[src/rtl/fetch_ctl_if.sv]
`default_nettype none
// ============================================================================
//  Module      : fetch_ctl_if
//  Description : Instruction-memory request/response bus between the fetch
//                controller (master) and instruction memory (slave).
//  Revision    : 1.0 - initial release
// ============================================================================
interface fetch_ctl_if;
   logic        req;     // read request, held until accepted
   logic [31:0] addr;    // request address
   logic        ready;   // memory accepts the request this cycle
   logic        rvalid;  // read data valid
   logic [31:0] rdata;   // instruction word

   modport master (
      output req,
      output addr,
      input  ready,
      input  rvalid,
      input  rdata
   );

   modport slave (
      input  req,
      input  addr,
      output ready,
      output rvalid,
      output rdata
   );
endinterface
`default_nettype wire

[src/rtl/fetch_ctl.sv]
`default_nettype none
// ============================================================================
//  Module      : fetch_ctl
//  Description : Multicycle sequencing controller and instruction fetch unit.
//                Owns the PC, runs the instruction-memory handshake, latches
//                the instruction for the decoder, waits on data memory and
//                resolves the next PC from branch controls / ALU result.
//  Revision    : 1.0 - initial release
// ============================================================================
module fetch_ctl #(
   parameter logic [31:0] RESET_PC = 32'h0000_0000,
   parameter int          COUNT_W  = 32
) (
   input  wire logic               clk,
   input  wire logic               rst,

   // instruction-memory bus
   fetch_ctl_if.master             imem,

   // phase and fetched instruction
   output logic [2:0]              state,
   output logic [31:0]             pc,
   output logic [31:0]             instr_raw,

   // decoder / ALU controls
   input  wire logic               branch_uc,
   input  wire logic               branch_c,
   input  wire logic               branch_relative,
   input  wire logic [31:0]        imm,
   input  wire logic [31:0]        alu_result,
   input  wire logic               mem_read,
   input  wire logic               mem_write,
   input  wire logic               dmem_done,
   input  wire logic               reg_write,

   // write-back and status
   output logic                    wb_en,
   output logic [31:0]             link_pc,
   output logic                    fault,
   output logic [COUNT_W-1:0]      retired
);

   // Externally visible phase codes. FETCH hides two substates (REQ/RESP)
   // distinguished by r_wait.
   localparam logic [2:0] S_FETCH  = 3'd0;
   localparam logic [2:0] S_DECODE = 3'd1;
   localparam logic [2:0] S_EXEC   = 3'd2;
   localparam logic [2:0] S_MEM    = 3'd3;
   localparam logic [2:0] S_WRITE  = 3'd4;
   localparam logic [2:0] S_FAULT  = 3'd5;

   localparam logic [COUNT_W-1:0] c_count_one = COUNT_W'(1);

   logic [2:0]          r_state;
   logic                r_wait;     // 0: FETCH/REQ, 1: FETCH/RESP
   logic                r_req;      // registered imem request
   logic [31:0]         r_pc;
   logic [31:0]         r_npc;      // next PC resolved in EXEC
   logic [31:0]         r_instr;
   logic [COUNT_W-1:0]  r_retired;

   logic [31:0]         w_pc_rel;
   logic [31:0]         w_pc_seq;
   logic [31:0]         w_target;
   logic                w_misaligned;
   logic                w_mem_op;

   // Next-PC resolution; unconditional jumps outrank conditional branches.
   always_comb begin
      w_pc_rel = r_pc + imm;
      w_pc_seq = r_pc + 32'd4;
      w_target = w_pc_seq;
      if (branch_uc) begin
         if (branch_relative) begin
            w_target = w_pc_rel;
         end else begin
            w_target = {alu_result[31:1], 1'b0};
         end
      end else if (branch_c && alu_result[0]) begin
         w_target = w_pc_rel;
      end
      w_misaligned = (w_target[1:0] != 2'b00);
      w_mem_op     = mem_read | mem_write;
   end

   // Phase sequencing, including the hidden FETCH request/response substates.
   always_ff @(posedge clk or posedge rst) begin
      if (rst) begin
         r_state <= S_FETCH;
         r_wait  <= 1'b0;
         r_req   <= 1'b0;
      end else begin
         case (r_state)
            S_FETCH: begin
               if (!r_wait) begin
                  // After reset the request is raised one cycle late;
                  // after WRITE it is already up on FETCH entry.
                  if (!r_req) begin
                     r_req <= 1'b1;
                  end else if (imem.ready) begin
                     r_req  <= 1'b0;
                     r_wait <= 1'b1;
                  end
               end else if (imem.rvalid) begin
                  r_wait  <= 1'b0;
                  r_state <= S_DECODE;
               end
            end
            S_DECODE: begin
               r_state <= S_EXEC;
            end
            S_EXEC: begin
               if (w_misaligned) begin
                  r_state <= S_FAULT;
               end else if (w_mem_op) begin
                  r_state <= S_MEM;
               end else begin
                  r_state <= S_WRITE;
               end
            end
            S_MEM: begin
               if (dmem_done) begin
                  r_state <= S_WRITE;
               end
            end
            S_WRITE: begin
               r_state <= S_FETCH;
               r_wait  <= 1'b0;
               r_req   <= 1'b1;
            end
            S_FAULT: begin
               r_state <= S_FAULT;
               r_req   <= 1'b0;
            end
            default: begin
               // Unreachable codes park in FAULT rather than run wild.
               r_state <= S_FAULT;
               r_req   <= 1'b0;
            end
         endcase
      end
   end

   // Instruction latch: only the RESP data beat may update it.
   always_ff @(posedge clk or posedge rst) begin
      if (rst) begin
         r_instr <= 32'd0;
      end else if (r_state == S_FETCH && r_wait && imem.rvalid) begin
         r_instr <= imem.rdata;
      end
   end

   // Next-PC register captures the resolved target when leaving EXEC.
   always_ff @(posedge clk or posedge rst) begin
      if (rst) begin
         r_npc <= 32'd0;
      end else if (r_state == S_EXEC) begin
         r_npc <= w_target;
      end
   end

   // PC and retirement counter advance together on WRITE exit only.
   always_ff @(posedge clk or posedge rst) begin
      if (rst) begin
         r_pc      <= RESET_PC;
         r_retired <= '0;
      end else if (r_state == S_WRITE) begin
         r_pc      <= r_npc;
         r_retired <= r_retired + c_count_one;
      end
   end

   // Output mapping.
   always_comb begin
      state      = r_state;
      pc         = r_pc;
      instr_raw  = r_instr;
      imem.req   = r_req;
      imem.addr  = r_pc;
      wb_en      = (r_state == S_WRITE) && reg_write;
      link_pc    = r_pc + 32'd4;
      fault      = (r_state == S_FAULT);
      retired    = r_retired;
   end

endmodule
`default_nettype wire

[src/flat_wrapper.sv]
// flat-port wrapper written by rule: the top's interface ports become plain ports
module fetch_ctl_flat 
#(
   parameter logic [31:0] RESET_PC = 32'h0000_0000,
   parameter int          COUNT_W  = 32
)
  (clk, rst, state, pc, instr_raw, branch_uc, branch_c, branch_relative, imm, alu_result, mem_read, mem_write, dmem_done, reg_write, wb_en, link_pc, fault, retired, imem_req, imem_addr, imem_ready, imem_rvalid, imem_rdata);
  fetch_ctl_if imem_i ();
  input  wire logic clk;
  input  wire logic rst;
  output logic [2:0] state;
  output logic [31:0] pc;
  output logic [31:0] instr_raw;
  input  wire logic branch_uc;
  input  wire logic branch_c;
  input  wire logic branch_relative;
  input  wire logic [31:0] imm;
  input  wire logic [31:0] alu_result;
  input  wire logic mem_read;
  input  wire logic mem_write;
  input  wire logic dmem_done;
  input  wire logic reg_write;
  output logic wb_en;
  output logic [31:0] link_pc;
  output logic fault;
  output logic [COUNT_W-1:0] retired;
  output wire logic [$bits(imem_i.req)-1:0] imem_req;
  output wire logic [$bits(imem_i.addr)-1:0] imem_addr;
  input wire logic [$bits(imem_i.ready)-1:0] imem_ready;
  input wire logic [$bits(imem_i.rvalid)-1:0] imem_rvalid;
  input wire logic [$bits(imem_i.rdata)-1:0] imem_rdata;
  assign imem_req = imem_i.req;
  assign imem_addr = imem_i.addr;
  assign imem_i.ready = imem_ready;
  assign imem_i.rvalid = imem_rvalid;
  assign imem_i.rdata = imem_rdata;
  fetch_ctl #(.RESET_PC(RESET_PC), .COUNT_W(COUNT_W)) u_core (.clk(clk), .rst(rst), .imem(imem_i), .state(state), .pc(pc), .instr_raw(instr_raw), .branch_uc(branch_uc), .branch_c(branch_c), .branch_relative(branch_relative), .imm(imm), .alu_result(alu_result), .mem_read(mem_read), .mem_write(mem_write), .dmem_done(dmem_done), .reg_write(reg_write), .wb_en(wb_en), .link_pc(link_pc), .fault(fault), .retired(retired));
endmodule
[config.mk]
export PLATFORM = sky130hd
export DESIGN_NAME = fetch_ctl_flat
export DESIGN_NICKNAME = d
export VERILOG_FILES = /design/src/rtl/fetch_ctl_if.sv /design/src/rtl/fetch_ctl.sv /design/src/flat_wrapper.sv
export SDC_FILE = /design/constraint.sdc
export NUM_CORES = 1
export LEC_CHECK = 0
export ABC_CLOCK_PERIOD_IN_PS = 4100
export BUFFER_PORTS_ARGS = -buffer_cell sky130_fd_sc_hd__buf_2
export CAP_MARGIN = 20
export CORE_UTILIZATION = 26
export DETAILED_ROUTE_END_ITERATION = 8
export SLEW_MARGIN = 25
export SYNTH_ARGS = -nofsm -noshare
export SYNTH_HDL_FRONTEND = slang
export SYNTH_SLANG_ARGS = --single-unit
[constraint.sdc]
create_clock -name clk -period 4.1 [get_ports clk]
set_input_delay 0.615 -clock clk [delete_from_list [all_inputs] [get_ports clk]]
set_output_delay 0.615 -clock clk [all_outputs]
set_load 0.05 [all_outputs]
==> flow_metrics.py <==
metrics = {
    "synth": {
        "synth_area_leaders": "dfrtp_1, mux2_2, xnor2_1, ha_1, nand2_1",
        "synthDistinctLibCells": 68,
        "synth_top_area_share_pct": 39.65,
        "syn-cell-area_um2": 8393,
        "postSynthAreaPerCell_um2": 9.647,
        "async_flop_share_pct": 100.0,
        "ys_ff_latch": 133,
        "yosys.area.top_type": "dfrtp_1",
        "synthCells": 870,
        "yosys_warnings": 0,
        "syn-num-nets": 1011,
        "yosysSeqAreaShare_pct": 39.65,
        "synth_ff_type": "dfrtp_1",
        "synth_edf_count": 0,
    },
    "power_and_ir_drop": {
        "power_leakage_nw": 5.010,
        "power.density_nw_per_um2": 950.9,
        "peakVddDrop_mv": 0.5768,
    },
    "sta": {
        "max_freq_ghz": 0.2637,
        "finalMaxSlewViolations": 0,
        "rsz0062_at_grt": "no",
        "setup_viol": 0,
        "fin_skew_ns": 0.006653,
        "fin_setup_tns_ns": 0,
        "hold_slack_ns": 0.3051,
        "slew_headroom_pct": 36.78,
        "finalCritPeriodShare_pct": 92.51,
        "finalHoldViolations": 0,
        "finalCriticalPeriod_ns": 3.793,
        "worst_pin_slew_ns": 0.9440,
    },
    "floorplanning": {
        "start_util_pct": 26.53,
        "ioPinCount": 273,
        "dieHeight_um": 181.7,
        "die_area_um2": 33000,
        "rows": 65,
        "core_area_um2": 31640,
        "die_w_um": 181.7,
    },
    "clock_tree": {
        "cts_tree": "yes",
        "insertion_delay_ns": 0.42,
        "clock_sinks": 133,
        "clockBufferDepth": 2,
        "hold_buffers": 0,
        "cts_max_level": 4,
        "cts.root.buffer_cell": "clkbuf_16",
        "cts.reportedPaths.clkPinSlew_ns": 0.06,
        "post_cts_buffers": 0,
        "cts_buffers": 17,
        "cts_resized": 0,
    },
    "critical_path": {
        "crit_required_ns": 3.48,
        "crit_path_end_kind": "primary output",
        "path_max_fanout": 8,
        "cp_data_arrival_time_ns": 3.18,
        "crit_path_start_kind": "register",
        "crit_type": "reg2out",
        "r2r_slack_ns": 0.95,
    },
    "grt": {
        "grt_max_degree": 70,
        "grt_use_met2_pct": 26.48,
        "overflow": 0,
        "grt_first_pass_wirelength_um": 41940,
        "grt_pass1_vias": 7107,
        "met1_usage_pct": 22.11,
        "met3_usage_pct": 3.771,
        "antenna_found_initial": 3,
        "track_usage_pct": 16.57,
        "grt.busiest_layer": "met2",
    },
    "placement": {
        "dp_cells": 1477,
        "routabilityCongestion": 0.8535,
        "dpl.hpwl_um": 20100,
        "io_buffers": 272,
    },
    "route": {
        "drc": 0,
        "wl_um": 26860,
        "drt_iter0_drc": 463,
        "avgRoutedWirePerCell_um": 17.79,
        "via_per_inst": 4.877,
        "dr.pass1.iters": 5,
        "ant_nets": 0,
        "vias": 7365,
    },
    "layout": {
        "drive_above_1_share_pct": 36.98,
        "synthToLayoutAreaGrowth_pct": 24.94,
        "fin_cells": 1510,
        "nets": 1235,
        "post-route-util_pct": 33.15,
    },
    "outcome": {
        "outcome": "complete, no violations",
    },
    "job": {
        "drv_cap": 0,
    },
    "min_path": {
        "min_path_type": "in2async",
    },
}
-- Yosys cell counts (9+ instances only) --
library cell	n
nand3_1	32
o22ai_1	9
a21oi_1	55
buf_4	35
nor2_1	60
dfrtp_1	133
and3_1	22
nand2_1	80
o21ai_0	39
xnor2_1	62
mux2_2	70
nand4_1	13
xor2_1	24
mux2i_1	15
inv_1	19
a21o_1	10
clkbuf_1	31
ha_1	33
-- cell usage in the layout (no fill, tap or decap), types with 3 or more instances in the layout --
| master | instances |
|---|---|
| a211oi_1 | 4 |
| a21o_1 | 10 |
| a21oi_1 | 55 |
| a221oi_1 | 6 |
| a222oi_1 | 3 |
| a31oi_1 | 5 |
| and2_1 | 5 |
| and3_1 | 22 |
| buf_2 | 272 |
| buf_4 | 9 |
| clkbuf_16 | 17 |
| clkinv_2 | 3 |
| clkinvlp_4 | 7 |
| dfrtp_1 | 133 |
| ha_1 | 33 |
| inv_1 | 18 |
| mux2_2 | 70 |
| mux2i_1 | 15 |
| nand2_1 | 80 |
| nand2b_1 | 5 |
| nand3_1 | 32 |
| nand4_1 | 13 |
| nor2_1 | 59 |
| nor2b_1 | 7 |
| nor3_1 | 8 |
| o211ai_1 | 3 |
| o21a_1 | 4 |
| o21ai_0 | 39 |
| o21ai_1 | 4 |
| o21ai_2 | 4 |
| o21bai_1 | 5 |
| o221ai_1 | 6 |
| o22ai_1 | 9 |
| o31ai_1 | 3 |
| or3_1 | 3 |
| xnor2_1 | 62 |
| xor2_1 | 24 |
-- report_power, final --
group          switching, mW  internal, mW  leakage, nW
registers              0.574          1.83         1.66
clock network          0.626         0.845        0.253
logic                   4.29          1.81         3.10
-- worst paths after layout --
| path | to | startpoint | cells past startpoint |
|---|---|---|---|
| max | link_pc[23] | u_core.imem.addr[2] | 8 |
| min | u_core.instr_raw[14] | rst | 2 |
| max reg2reg | u_core.r_npc[24] | u_core.imem.addr[0] | 11 |
| min reg2reg | u_core.retired[31] | u_core.retired[31] | 1 |
| max in group asynchronous | u_core.imem.addr[22] | rst | 3 |
| min in group clk | u_core.instr_raw[25] | imem_rdata[25] | 2 |
-- worst max-delay path: stages (launching register included) --
cell,delay [ns]
dfrtp_1,0.50
and3_1,0.20
nand3_1,0.22
nor3_2,0.43
inv_1,0.16
nor3_4,0.38
nand2_1,0.11
xnor2_1,0.38
buf_2,0.35
-- per-stage QoR --
step                area (um^2)  setup slack [ns]  power, mW
floorplan                  8397            0.6463      7.274
global placement           9931            0.7848      8.462
detailed placement         9931            0.7672      8.525
CTS                       10480            0.3531      10.05
global route              10480            0.1273      10.57
finish                    10490            0.3073      9.972
-- flip-flops by register name, summed over array words and instances, names as in the netlist --
name and flops:
u_core.imem.addr 32, u_core.instr_raw 32, u_core.imem.req 1, u_core.retired 32
u_core.state 3, u_core.r_wait 1, u_core.r_npc 32
-- final cells by class --
cell class | count | area (um^2)
well taps | 402 | 503.0
multi-input cells | 641 | 4576
clock inverters | 12 | 107.6
clock buffers | 19 | 442.9
repair buffers | 282 | 1449
fillers | 3324 | 21150
inverters | 19 | 75.07
diodes | 2 | 5.005
flip-flops and latches | 133 | 3328
-- metal layers --
layer | vias up | wire length, um
met1 | 3526 | 12100
met3 | 32 | 1860
met5 | - | 0
met4 | 0 | 450
met2 | 299 | 12460
li1 | 3508 | -
-- cell families after synthesis --
| logic type | count (synthesis) | synth area share, % |
|---|---|---|
| adder cells (fa/ha/maj) | 34 | 5.158 |
| multiplexers | 85 | 11.18 |
| AO/OA/AOI/OAI | 179 | 13.80 |
| XOR/XNOR | 86 | 8.974 |
| flip-flops | 133 | 39.65 |
| AND/OR/NAND/NOR | 257 | 15.24 |
| buffers and inverters | 96 | 5.993 |
Note: power is estimated with default switching activity, not from simulation.
